File: src/rtl/kb_pkg.sv
// Shared constants, FSM state type and set-2 to ASCII translation for the
// keyboard scan path.
package kb_pkg;

  localparam logic [7:0] KB_BRK    = 8'hF0;
  localparam logic [7:0] KB_EXT    = 8'hE0;
  localparam logic [7:0] KB_LSHIFT = 8'h12;
  localparam logic [7:0] KB_RSHIFT = 8'h59;
  localparam logic [7:0] KB_CAPS   = 8'h58;
  localparam logic [7:0] KB_SPACE  = 8'h29;
  localparam logic [7:0] KB_ENTER  = 8'h5A;
  localparam logic [7:0] KB_BKSP   = 8'h66;

  typedef enum logic [1:0] {IDLE, BRK, EXT, EXT_BRK} kb_state_e;

  // Returns {hit, ascii}; letters use 'upper', digits use 'shift' only.
  function automatic logic [8:0] scan_to_ascii(input logic [7:0] code,
                                               input logic       upper,
                                               input logic       shift);
    logic [7:0] letter;
    logic [7:0] digit;
    logic [7:0] sym;
    logic [8:0] res;
    letter = '0;
    digit  = '0;
    sym    = '0;
    res    = '0;
    case (code)
      8'h1C: letter = "a";  8'h32: letter = "b";  8'h21: letter = "c";
      8'h23: letter = "d";  8'h24: letter = "e";  8'h2B: letter = "f";
      8'h34: letter = "g";  8'h33: letter = "h";  8'h43: letter = "i";
      8'h3B: letter = "j";  8'h42: letter = "k";  8'h4B: letter = "l";
      8'h3A: letter = "m";  8'h31: letter = "n";  8'h44: letter = "o";
      8'h4D: letter = "p";  8'h15: letter = "q";  8'h2D: letter = "r";
      8'h1B: letter = "s";  8'h2C: letter = "t";  8'h3C: letter = "u";
      8'h2A: letter = "v";  8'h1D: letter = "w";  8'h22: letter = "x";
      8'h35: letter = "y";  8'h1A: letter = "z";
      8'h16: begin digit = "1"; sym = "!"; end
      8'h1E: begin digit = "2"; sym = "@"; end
      8'h26: begin digit = "3"; sym = "#"; end
      8'h25: begin digit = "4"; sym = "$"; end
      8'h2E: begin digit = "5"; sym = "%"; end
      8'h36: begin digit = "6"; sym = "^"; end
      8'h3D: begin digit = "7"; sym = "&"; end
      8'h3E: begin digit = "8"; sym = "*"; end
      8'h46: begin digit = "9"; sym = "("; end
      8'h45: begin digit = "0"; sym = ")"; end
      KB_SPACE: res = {1'b1, 8'h20};
      KB_ENTER: res = {1'b1, 8'h0D};
      KB_BKSP:  res = {1'b1, 8'h08};
      default: ;
    endcase
    if (letter != '0)
      res = {1'b1, upper ? (letter - 8'h20) : letter};
    else if (digit != '0)
      res = {1'b1, shift ? sym : digit};
    return res;
  endfunction

endpackage

File: src/rtl/char_fifo.sv
// Circular character FIFO with extra-MSB pointers; a pop frees the slot for
// a simultaneous push even when full.
module char_fifo #(
  parameter int unsigned DEPTH = 8
) (
  input  logic       i_clk,
  input  logic       i_rst_n,
  input  logic       i_push,
  input  logic [7:0] i_data,
  input  logic       i_pop,
  output logic [7:0] o_data,
  output logic       o_full,
  output logic       o_empty
);

  localparam int unsigned AW = $clog2(DEPTH);

  logic [AW:0] r_wptr;
  logic [AW:0] r_rptr;
  logic [7:0]  r_mem [DEPTH];
  logic        w_do_pop;
  logic        w_do_push;

  assign o_empty   = (r_wptr == r_rptr);
  assign o_full    = (r_wptr[AW] != r_rptr[AW]) && (r_wptr[AW-1:0] == r_rptr[AW-1:0]);
  assign w_do_pop  = i_pop & ~o_empty;
  assign w_do_push = i_push & (~o_full | w_do_pop);
  assign o_data    = o_empty ? '0 : r_mem[r_rptr[AW-1:0]];

  always_ff @(posedge i_clk or negedge i_rst_n) begin
    if (!i_rst_n) begin
      r_wptr <= '0;
      r_rptr <= '0;
    end else begin
      if (w_do_push) r_wptr <= r_wptr + (AW+1)'(1);
      if (w_do_pop)  r_rptr <= r_rptr + (AW+1)'(1);
    end
  end

  always_ff @(posedge i_clk) begin
    if (w_do_push) r_mem[r_wptr[AW-1:0]] <= i_data;
  end

endmodule

File: src/rtl/kb_scan_controller.sv
// PS/2 scan-code sequencer: synchronises the ready strobe, decodes make/break/
// extended prefixes, tracks modifiers and queues translated ASCII characters.
module kb_scan_controller
  import kb_pkg::*;
#(
  parameter int unsigned DEPTH = 8,
  parameter int unsigned ERR_W = 4
) (
  input  logic             CLOCK_50,
  input  logic             rst_l,
  input  logic [7:0]       scan_code,
  input  logic             scan_rdy,
  input  logic             parity_error,
  output logic [7:0]       char_out,
  output logic             char_valid,
  input  logic             char_pop,
  output logic             overflow,
  input  logic             ovf_clr,
  output logic             shift_state,
  output logic             caps_state,
  output logic [ERR_W-1:0] err_count
);

  kb_state_e        r_state;
  logic             r_rdy_s1, r_rdy_s2, r_rdy_d;
  logic             r_lshift, r_rshift, r_caps, r_ovf;
  logic [ERR_W-1:0] r_err;
  logic             w_evt, w_shift, w_push, w_drop, w_full, w_empty;
  logic [8:0]       w_map;

  assign w_evt       = r_rdy_s2 & ~r_rdy_d;
  assign w_shift     = r_lshift | r_rshift;
  assign w_map       = scan_to_ascii(scan_code, w_shift ^ r_caps, w_shift);
  // Prefix and modifier codes never map, so a hit in IDLE is always printable.
  assign w_push      = w_evt & ~parity_error & (r_state == IDLE) & w_map[8];
  assign w_drop      = w_push & w_full & ~(char_pop & ~w_empty);
  assign char_valid  = ~w_empty;
  assign shift_state = w_shift;
  assign caps_state  = r_caps;
  assign overflow    = r_ovf;
  assign err_count   = r_err;

  always_ff @(posedge CLOCK_50 or negedge rst_l) begin
    if (!rst_l) begin
      r_rdy_s1 <= 1'b0;
      r_rdy_s2 <= 1'b0;
      r_rdy_d  <= 1'b0;
      r_ovf    <= 1'b0;
    end else begin
      r_rdy_s1 <= scan_rdy;
      r_rdy_s2 <= r_rdy_s1;
      r_rdy_d  <= r_rdy_s2;
      if (w_drop)       r_ovf <= 1'b1;
      else if (ovf_clr) r_ovf <= 1'b0;
    end
  end

  always_ff @(posedge CLOCK_50 or negedge rst_l) begin
    if (!rst_l) begin
      r_state  <= IDLE;
      r_lshift <= 1'b0;
      r_rshift <= 1'b0;
      r_caps   <= 1'b0;
      r_err    <= '0;
    end else if (w_evt) begin
      if (parity_error) begin
        r_state <= IDLE;
        if (r_err != '1) r_err <= r_err + ERR_W'(1);
      end else begin
        case (r_state)
          IDLE: begin
            if (scan_code == KB_BRK)         r_state <= BRK;
            else if (scan_code == KB_EXT)    r_state <= EXT;
            else if (scan_code == KB_LSHIFT) r_lshift <= 1'b1;
            else if (scan_code == KB_RSHIFT) r_rshift <= 1'b1;
            else if (scan_code == KB_CAPS)   r_caps <= ~r_caps;
          end
          BRK: begin
            if (scan_code == KB_LSHIFT) r_lshift <= 1'b0;
            if (scan_code == KB_RSHIFT) r_rshift <= 1'b0;
            r_state <= IDLE;
          end
          EXT:     r_state <= (scan_code == KB_BRK) ? EXT_BRK : IDLE;
          EXT_BRK: r_state <= IDLE;
          default: r_state <= IDLE;
        endcase
      end
    end
  end

  char_fifo #(.DEPTH(DEPTH)) u_fifo (
    .i_clk   (CLOCK_50),
    .i_rst_n (rst_l),
    .i_push  (w_push),
    .i_data  (w_map[7:0]),
    .i_pop   (char_pop),
    .o_data  (char_out),
    .o_full  (w_full),
    .o_empty (w_empty)
  );

endmodule

File: config.mk
export PLATFORM = sky130hd
export DESIGN_NAME = kb_scan_controller
export DESIGN_NICKNAME = d
export VERILOG_FILES = /design/src/rtl/kb_pkg.sv /design/src/rtl/char_fifo.sv /design/src/rtl/kb_scan_controller.sv
export SDC_FILE = /design/constraint.sdc
export NUM_CORES = 1
export LEC_CHECK = 0
export CAP_MARGIN = 20
export CORE_MARGIN = 8
export CORE_UTILIZATION = 45
export DETAILED_ROUTE_END_ITERATION = 6
export HOLD_SLACK_MARGIN = 0.12
export PLACE_DENSITY = 0.67
export SLEW_MARGIN = 20
export SYNTH_ARGS = -nofsm -noshare
export SYNTH_HDL_FRONTEND = slang
export SYNTH_SLANG_ARGS = --single-unit
export TNS_END_PERCENT = 50
File: constraint.sdc
create_clock -name CLOCK_50 -period 4.4 [get_ports CLOCK_50]
set_input_delay 0.66 -clock CLOCK_50 [delete_from_list [all_inputs] [get_ports CLOCK_50]]
set_output_delay 0.66 -clock CLOCK_50 [all_outputs]
set_load 0.01 [all_outputs]
### Word level (Yosys, flattened, before mapping)

Memory sizes are Yosys's and may differ from the RTL's.
Index checks and enable logic that the tools add are counted.

* $add $sub $neg: 4
* $mul: 0
* divide/modulo/power cells: 0
* magnitude comparators: 0
* equal/unequal tests: 59
* shifts and indexed selects: 0
* multiplexer cells: 29
* bitwise gates (word level): 21
* reduce and logical (&&, ||, !) cells: 12

Operator list (count)
* 8-bit by 6-bit == test with 1-bit output (second input constant): 23
* 7-bit one-hot mux with 26 select lines: 1
* 8-bit by 7-bit == test with 1-bit output (second input constant): 11
* 7-bit one-hot mux with 10 select lines: 1
* 8-bit by 5-bit == test with 1-bit output (second input constant): 8
* 6-bit one-hot mux with 10 select lines: 1
* 9-bit one-hot mux with 3 select lines: 1
* 8-bit 2-to-1 mux: 3
* 9-bit 2-to-1 mux: 2
* 8-bit == test (second input constant): 2
* 8-bit AND reduction: 2
* 8-bit nonzero test: 2
* 1-bit 2-to-1 mux: 13
* 4-bit by 1-bit adder with 4-bit output (second input constant): 3
* 2-bit != test (second input constant): 5
* 1-bit inverter: 10
* 1-bit bitwise AND: 8
* 2-bit 2-to-1 mux: 4
* 8-bit by 6-bit subtractor with 8-bit output (second input constant): 1
* 7-bit AND reduction: 1
* 2-bit one-hot mux with 3 select lines: 1
* 2-bit == test (second input constant): 2
* 4-bit == test: 1
* 2-bit by 1-bit != test with 1-bit output (second input constant): 2
* 14 further kinds: 17

* flip-flop bits (word level): 21
* bits in latches: 0
* RAM bits: 64
* memory bits (read-only): 0
* input bits: 14
* output and inout port bits: 16
* memories kept: 1

Memory list
* u_fifo.r_mem: words 8, bits a word 8, read ports 1, clocked after Yosys merged registers in 0, write ports 1, RTL line char_fifo.sv:20 `logic [7:0] r_mem [DEPTH];`

### Depth between registers and ports, before layout

* word-level depth: 9
* depth in mapped cells: 10
* mapped depth without buffers: 7

### Modules after synthesis

A second synthesis with hierarchy kept.

* cells, all modules: 357
* area total of the unflattened synthesis: 4533.1 um^2

Modules (own cells, without submodules)
* char_fifo: instances 1, cells each 158, area an instance 3044.2 um^2, seq. area each 2122.0 um^2
* kb_scan_controller: instances 1, cells each 199, area an instance 1488.9 um^2, seq. area each 325.3 um^2

### Worst setup path before layout

Ideal clock, no wire load.

* path type: in2reg
* from: input port scan_code[3]
* to: memory u_fifo.r_mem[0][5], data pin
* arrival: 2736 ps
* required time: 4109 ps
* path slack: 1373 ps
* stages on the path: 9
* buffers on the path: 2
* cell sequence: buf_6 -> or3b_1 -> a2111o_1 -> nand4b_1 -> and4bb_4 -> buf_6 -> ha_1 -> o21ai_1 -> or3b_1

* cells in the longest elaborated chain, start to end: 5
* elaborated cells on any way between the ends: 50
* classes of those cells: 1 x add/sub; 39 x eq/ne; 8 x mux; 2 x reduce/logical

RTL lines
* from (decl): RTL line kb_scan_controller.sv:11 `input logic [7:0] scan_code,`
* 8-bit by 5-bit == test with 1-bit output, or another cell as far along: RTL line kb_pkg.sv:28 `case (code)`
* 7-bit one-hot mux with 26 select lines, or another cell as far along: RTL line kb_pkg.sv:28
* 8-bit by 6-bit subtractor with 8-bit output, or another cell as far along: RTL line kb_pkg.sv:54 `res = {1'b1, upper ? (letter - 8'h20) : letter};`
* 8-bit 2-to-1 mux / 9-bit 2-to-1 mux (equally long branches): RTL line kb_pkg.sv:54, kb_pkg.sv:55
* 9-bit 2-to-1 mux (*): RTL line kb_pkg.sv:53 `if (letter != '0)`
* via u_fifo.i_data[5]: RTL line char_fifo.sv:9 `input logic [7:0] i_data,`
* to (decl): RTL line char_fifo.sv:20

The timed path passes the listed nets; every way through them passes the cells marked *.

### Worst setup path in the final report

* from: input port scan_code[4]
* to: memory u_fifo.r_mem[5][3] (enable)

* cells in the longest elaborated chain, start to end: 9
* elaborated cells on any way between the ends: 50
* classes of those cells: 39 x eq/ne; 7 x mux; 2 x bitwise; 2 x reduce/logical

RTL lines
* 8-bit by 7-bit == test with 1-bit output, or another cell as far along: RTL line kb_pkg.sv:28
* 6-bit one-hot mux with 10 select lines: RTL line kb_pkg.sv:28
* 8-bit nonzero test: RTL line kb_pkg.sv:55 `else if (digit != '0)`
* 9-bit 2-to-1 mux: RTL line kb_pkg.sv:55
* 9-bit 2-to-1 mux (*): RTL line kb_pkg.sv:53
* 1-bit bitwise AND (*): RTL line kb_scan_controller.sv:35 `assign w_push = w_evt & ~parity_error & (r_state == IDLE) & w_map[8];`
* 1-bit bitwise AND (*): RTL line char_fifo.sv:27 `assign w_do_push = i_push & (~o_full | w_do_pop);`
* 1-bit 2-to-1 mux (*): RTL line char_fifo.sv:41 `if (w_do_push) r_mem[r_wptr[AW-1:0]] <= i_data;`
* 1-bit 2-to-1 mux (implied by the code) (*): RTL line char_fifo.sv:41

Every way passes the cells marked *; elsewhere a longest branch is shown, timed or not.

==> results.md <==
* Synth warnings at 0
* CP arrival at between 3 and 4 ns
* Cell accounting for the most synthesized area: edfxtp_1
* Global-route wire length before repair at 14.7 mm
* Area of the core at slightly below 10,000 um2
* WP data required at roughly 4.4 ns
* Vias in the first global route at 2,882
* Crit path kind: in2reg
* I/O pin cnt at 30
* LEAKAGE at 1.75 nW
* Iter 0 DRT Violations at 110
* Ys flop type: edfxtp_1
* Sequential fraction of the synthesis area at between 50% and 60%
* Largest net degree at the start of global routing at 22
* Layout cells sized above 1 at 14.9%
* Max IR drop VDD at 0.270 mV
* Count leader, synth: edfxtp_1
* Routability congestion estimate at 1.02
* Synth top area cells: edfxtp_1 43%, dfrtp_1 12%, mux4_2 8.0%
* Tcrit/Tclk final at 82.6%
* CTS buffer count at 9
* Max cap viols at 0
* RSZ-0062 raised after global routing: no
* WL/cell at 17.4 um
* Layout Utilization at around 52%
* Placed cells at 492
* Post-place setup slack at 0.443 ns
* WL final at a little under 9 mm
* NumNets Final at around 390
* Vias at 2,975
* Mapped Cells at 347
* EDFF count, synth at 64
* Slew @ Worst Pin at approximately 0.82 ns
* Syn nets at 366
* Clock skew at around 0.014 ns
* Synth Register Bits at 85
* Clock insertion delay at the later pin of the skew report at about 0.35 ns
* Mean Syn Cell Area at 13.0 um2
* Total die area at between 10,000 and 15,000 um2
* Initial antenna violation count at 0
* CTS root buffer: clkbuf_8
* Setup_tns at 0 ns
* Die width at 116 um
* CTS Hold Bufs at 0
* Startpoint types: input port
* Post-synth cell types at 66
* Routed Antenna Nets at 0
* Post-CTS setup buffer count at 0
* HP Class: in2async
* Top cells by count, synth: 64 x edfxtp_1, 22 x nor2_1, 21 x dfrtp_1
* Min Tclk post-route at roughly 3.6 ns
* Num rows at 36
* Max Slew Vio Count at 0
* Async SR Flop Fraction at 24.7%
* Pwr/cell area at around 450 nW/um2
* Slew HR at 44.9%
* CTS tree: done
* Final Hold Viols at 0
* # diodes at 0
* Clock transition at the registers of the reported paths at about 0.09 ns
* Total power at 2.27 mW
* Worst-path fanout max at 19
* GRT Resource Usage Total at between 10% and 20%
* Clock sink count at 85
* FMAX at roughly 280 MHz
* Area of the multi-input gates at 1910 um2
* Port Buf Inserts at 29
* Register area at 2450 um2
* CTS Buffer Depth at 2
* Drt via density at 5.86
* TritonRoute pass-1 iters at 5
* Syn Std Cell Area at 4510 um2
* Effective utilization at floorplan at 46.2%
* Total of fill cells in the finished design at 851
* Post-route DRC at 0
* Final non-filler cell total at between 500 and 600
* H-tree depth at 3
* Post-synth top area share at between 40% and 50%
* DP HPWL at 6.41 mm
* Post-cts gate resize count at 0
* Die height at ~120 um
* Result of the run: completed
* Finish-stage setup viols at 0
* GRT Residual Overflow at 0
* Area Growth Syn to Fin at 12.6%
* Worst Setup End Kind: flip-flop
* PnR worst setup slack at 0.767 ns
==> path summary, 6_finish.rpt <==
path | startpoint | end | slack, ns | cells past startpoint
min in group CLOCK_50 | r_rdy_s1 | r_rdy_s2 | 0.36 | 0
setup reg to reg | u_fifo.r_rptr[1] | u_fifo.r_mem[5][3] | 1.75 | 6
hold / removal | rst_l | u_fifo.r_wptr[1] | 0.26 | 1
setup / recovery | scan_code[4] | u_fifo.r_mem[5][3] | 0.77 | 7
hold reg to reg | r_rdy_s1 | r_rdy_s2 | 0.36 | 0
max in group asynchronous | rst_l | r_rshift | 3.81 | 1
==> per-layer routing <==
| layer | routed length, um | vias to the layer above | track usage (%) | part of all wire, % |
|---|---|---|---|---|
| li1 | - | 1392 | - | - |
| met1 | 4080 | 1458 | 18.8 | 46 |
| met2 | 4160 | 111 | 22.2 | 47 |
| met3 | 476 | 14 | 3.15 | 5.4 |
| met4 | 132 | 0 | 4.15 | 1.5 |
| met5 | 0 | - | 0 | 0 |
==> cell type report <==
class | count | share of cell area [%]
clock buffers | 9 | 2.44
clock inverters | 7 | 1.08
inverters | 6 | 0.443
multi-input cells | 230 | 37.7
flip-flops and latches | 85 | 48.2
well taps | 133 | 3.28
repair buffers | 38 | 6.94
==> report_power, final <==
part / switching, mW / internal, mW
Combinational: 0.292 / 0.433
Clock: 0.284 / 0.212
Sequential: 0.133 / 0.912
==> worst max-delay path, stage by stage <==
cell and delay (ns):
clkdlybuf4s50_1 0.84, buf_4 0.26, or3b_1 0.43, o32ai_1 0.36, and4bb_4 0.32, a21oi_4 0.26
and4b_1 0.49
==> through the flow <==
stage	hold WS [ns]	instance area, um2
2_1_floorplan	0.331	4510
3_3_place_gp	0.340	4910
3_5_place_dp	0.347	4910
4_1_cts	0.369	5090
5_1_grt	0.290	5080
6_report	0.258	5080
==> registers in the layout (all words and copies together), names as in the netlist <==
name,flops
u_fifo.r_mem,64
err_count,4
caps_state,1
u_fifo.r_wptr,4
r_rdy_d,1
r_rdy_s1,1
r_lshift,1
r_rshift,1
r_rdy_s2,1
overflow,1
r_state,2
u_fifo.r_rptr,4
==> cells by family (layout without fill, tap and decap cells) <==
| logic type | count (synthesis) | count (layout) | share of synthesized area, % |
|---|---|---|---|
| and+or+nand+nor | 123 | 123 | 17.0 |
| AOI/OAI and AO/OA | 53 | 53 | 9.10 |
| xor gates and xnor gates | 19 | 19 | 3.69 |
| muxes | 30 | 30 | 11.3 |
| DFF | 85 | 85 | 54.2 |
| adders and majority gates | 5 | 5 | 1.39 |
| buffers and inverters | 32 | 60 | 3.36 |
==> layout by cell type (no fill, tap or decap), types with 6 or more instances in the layout <==
master,n
inv_1,6
a31oi_1,6
nand2_1,18
nand3_1,7
nor2_1,22
clkbuf_8,9
clkdlybuf4s50_1,28
nand2b_1,7
xnor2_1,14
or3b_1,6
buf_4,9
edfxtp_1,64
dfrtp_1,21
nor3_1,8
nor2b_1,11
mux2i_1,8
o21ai_0,10
mux4_2,16
(Power assumes the default switching activity.)
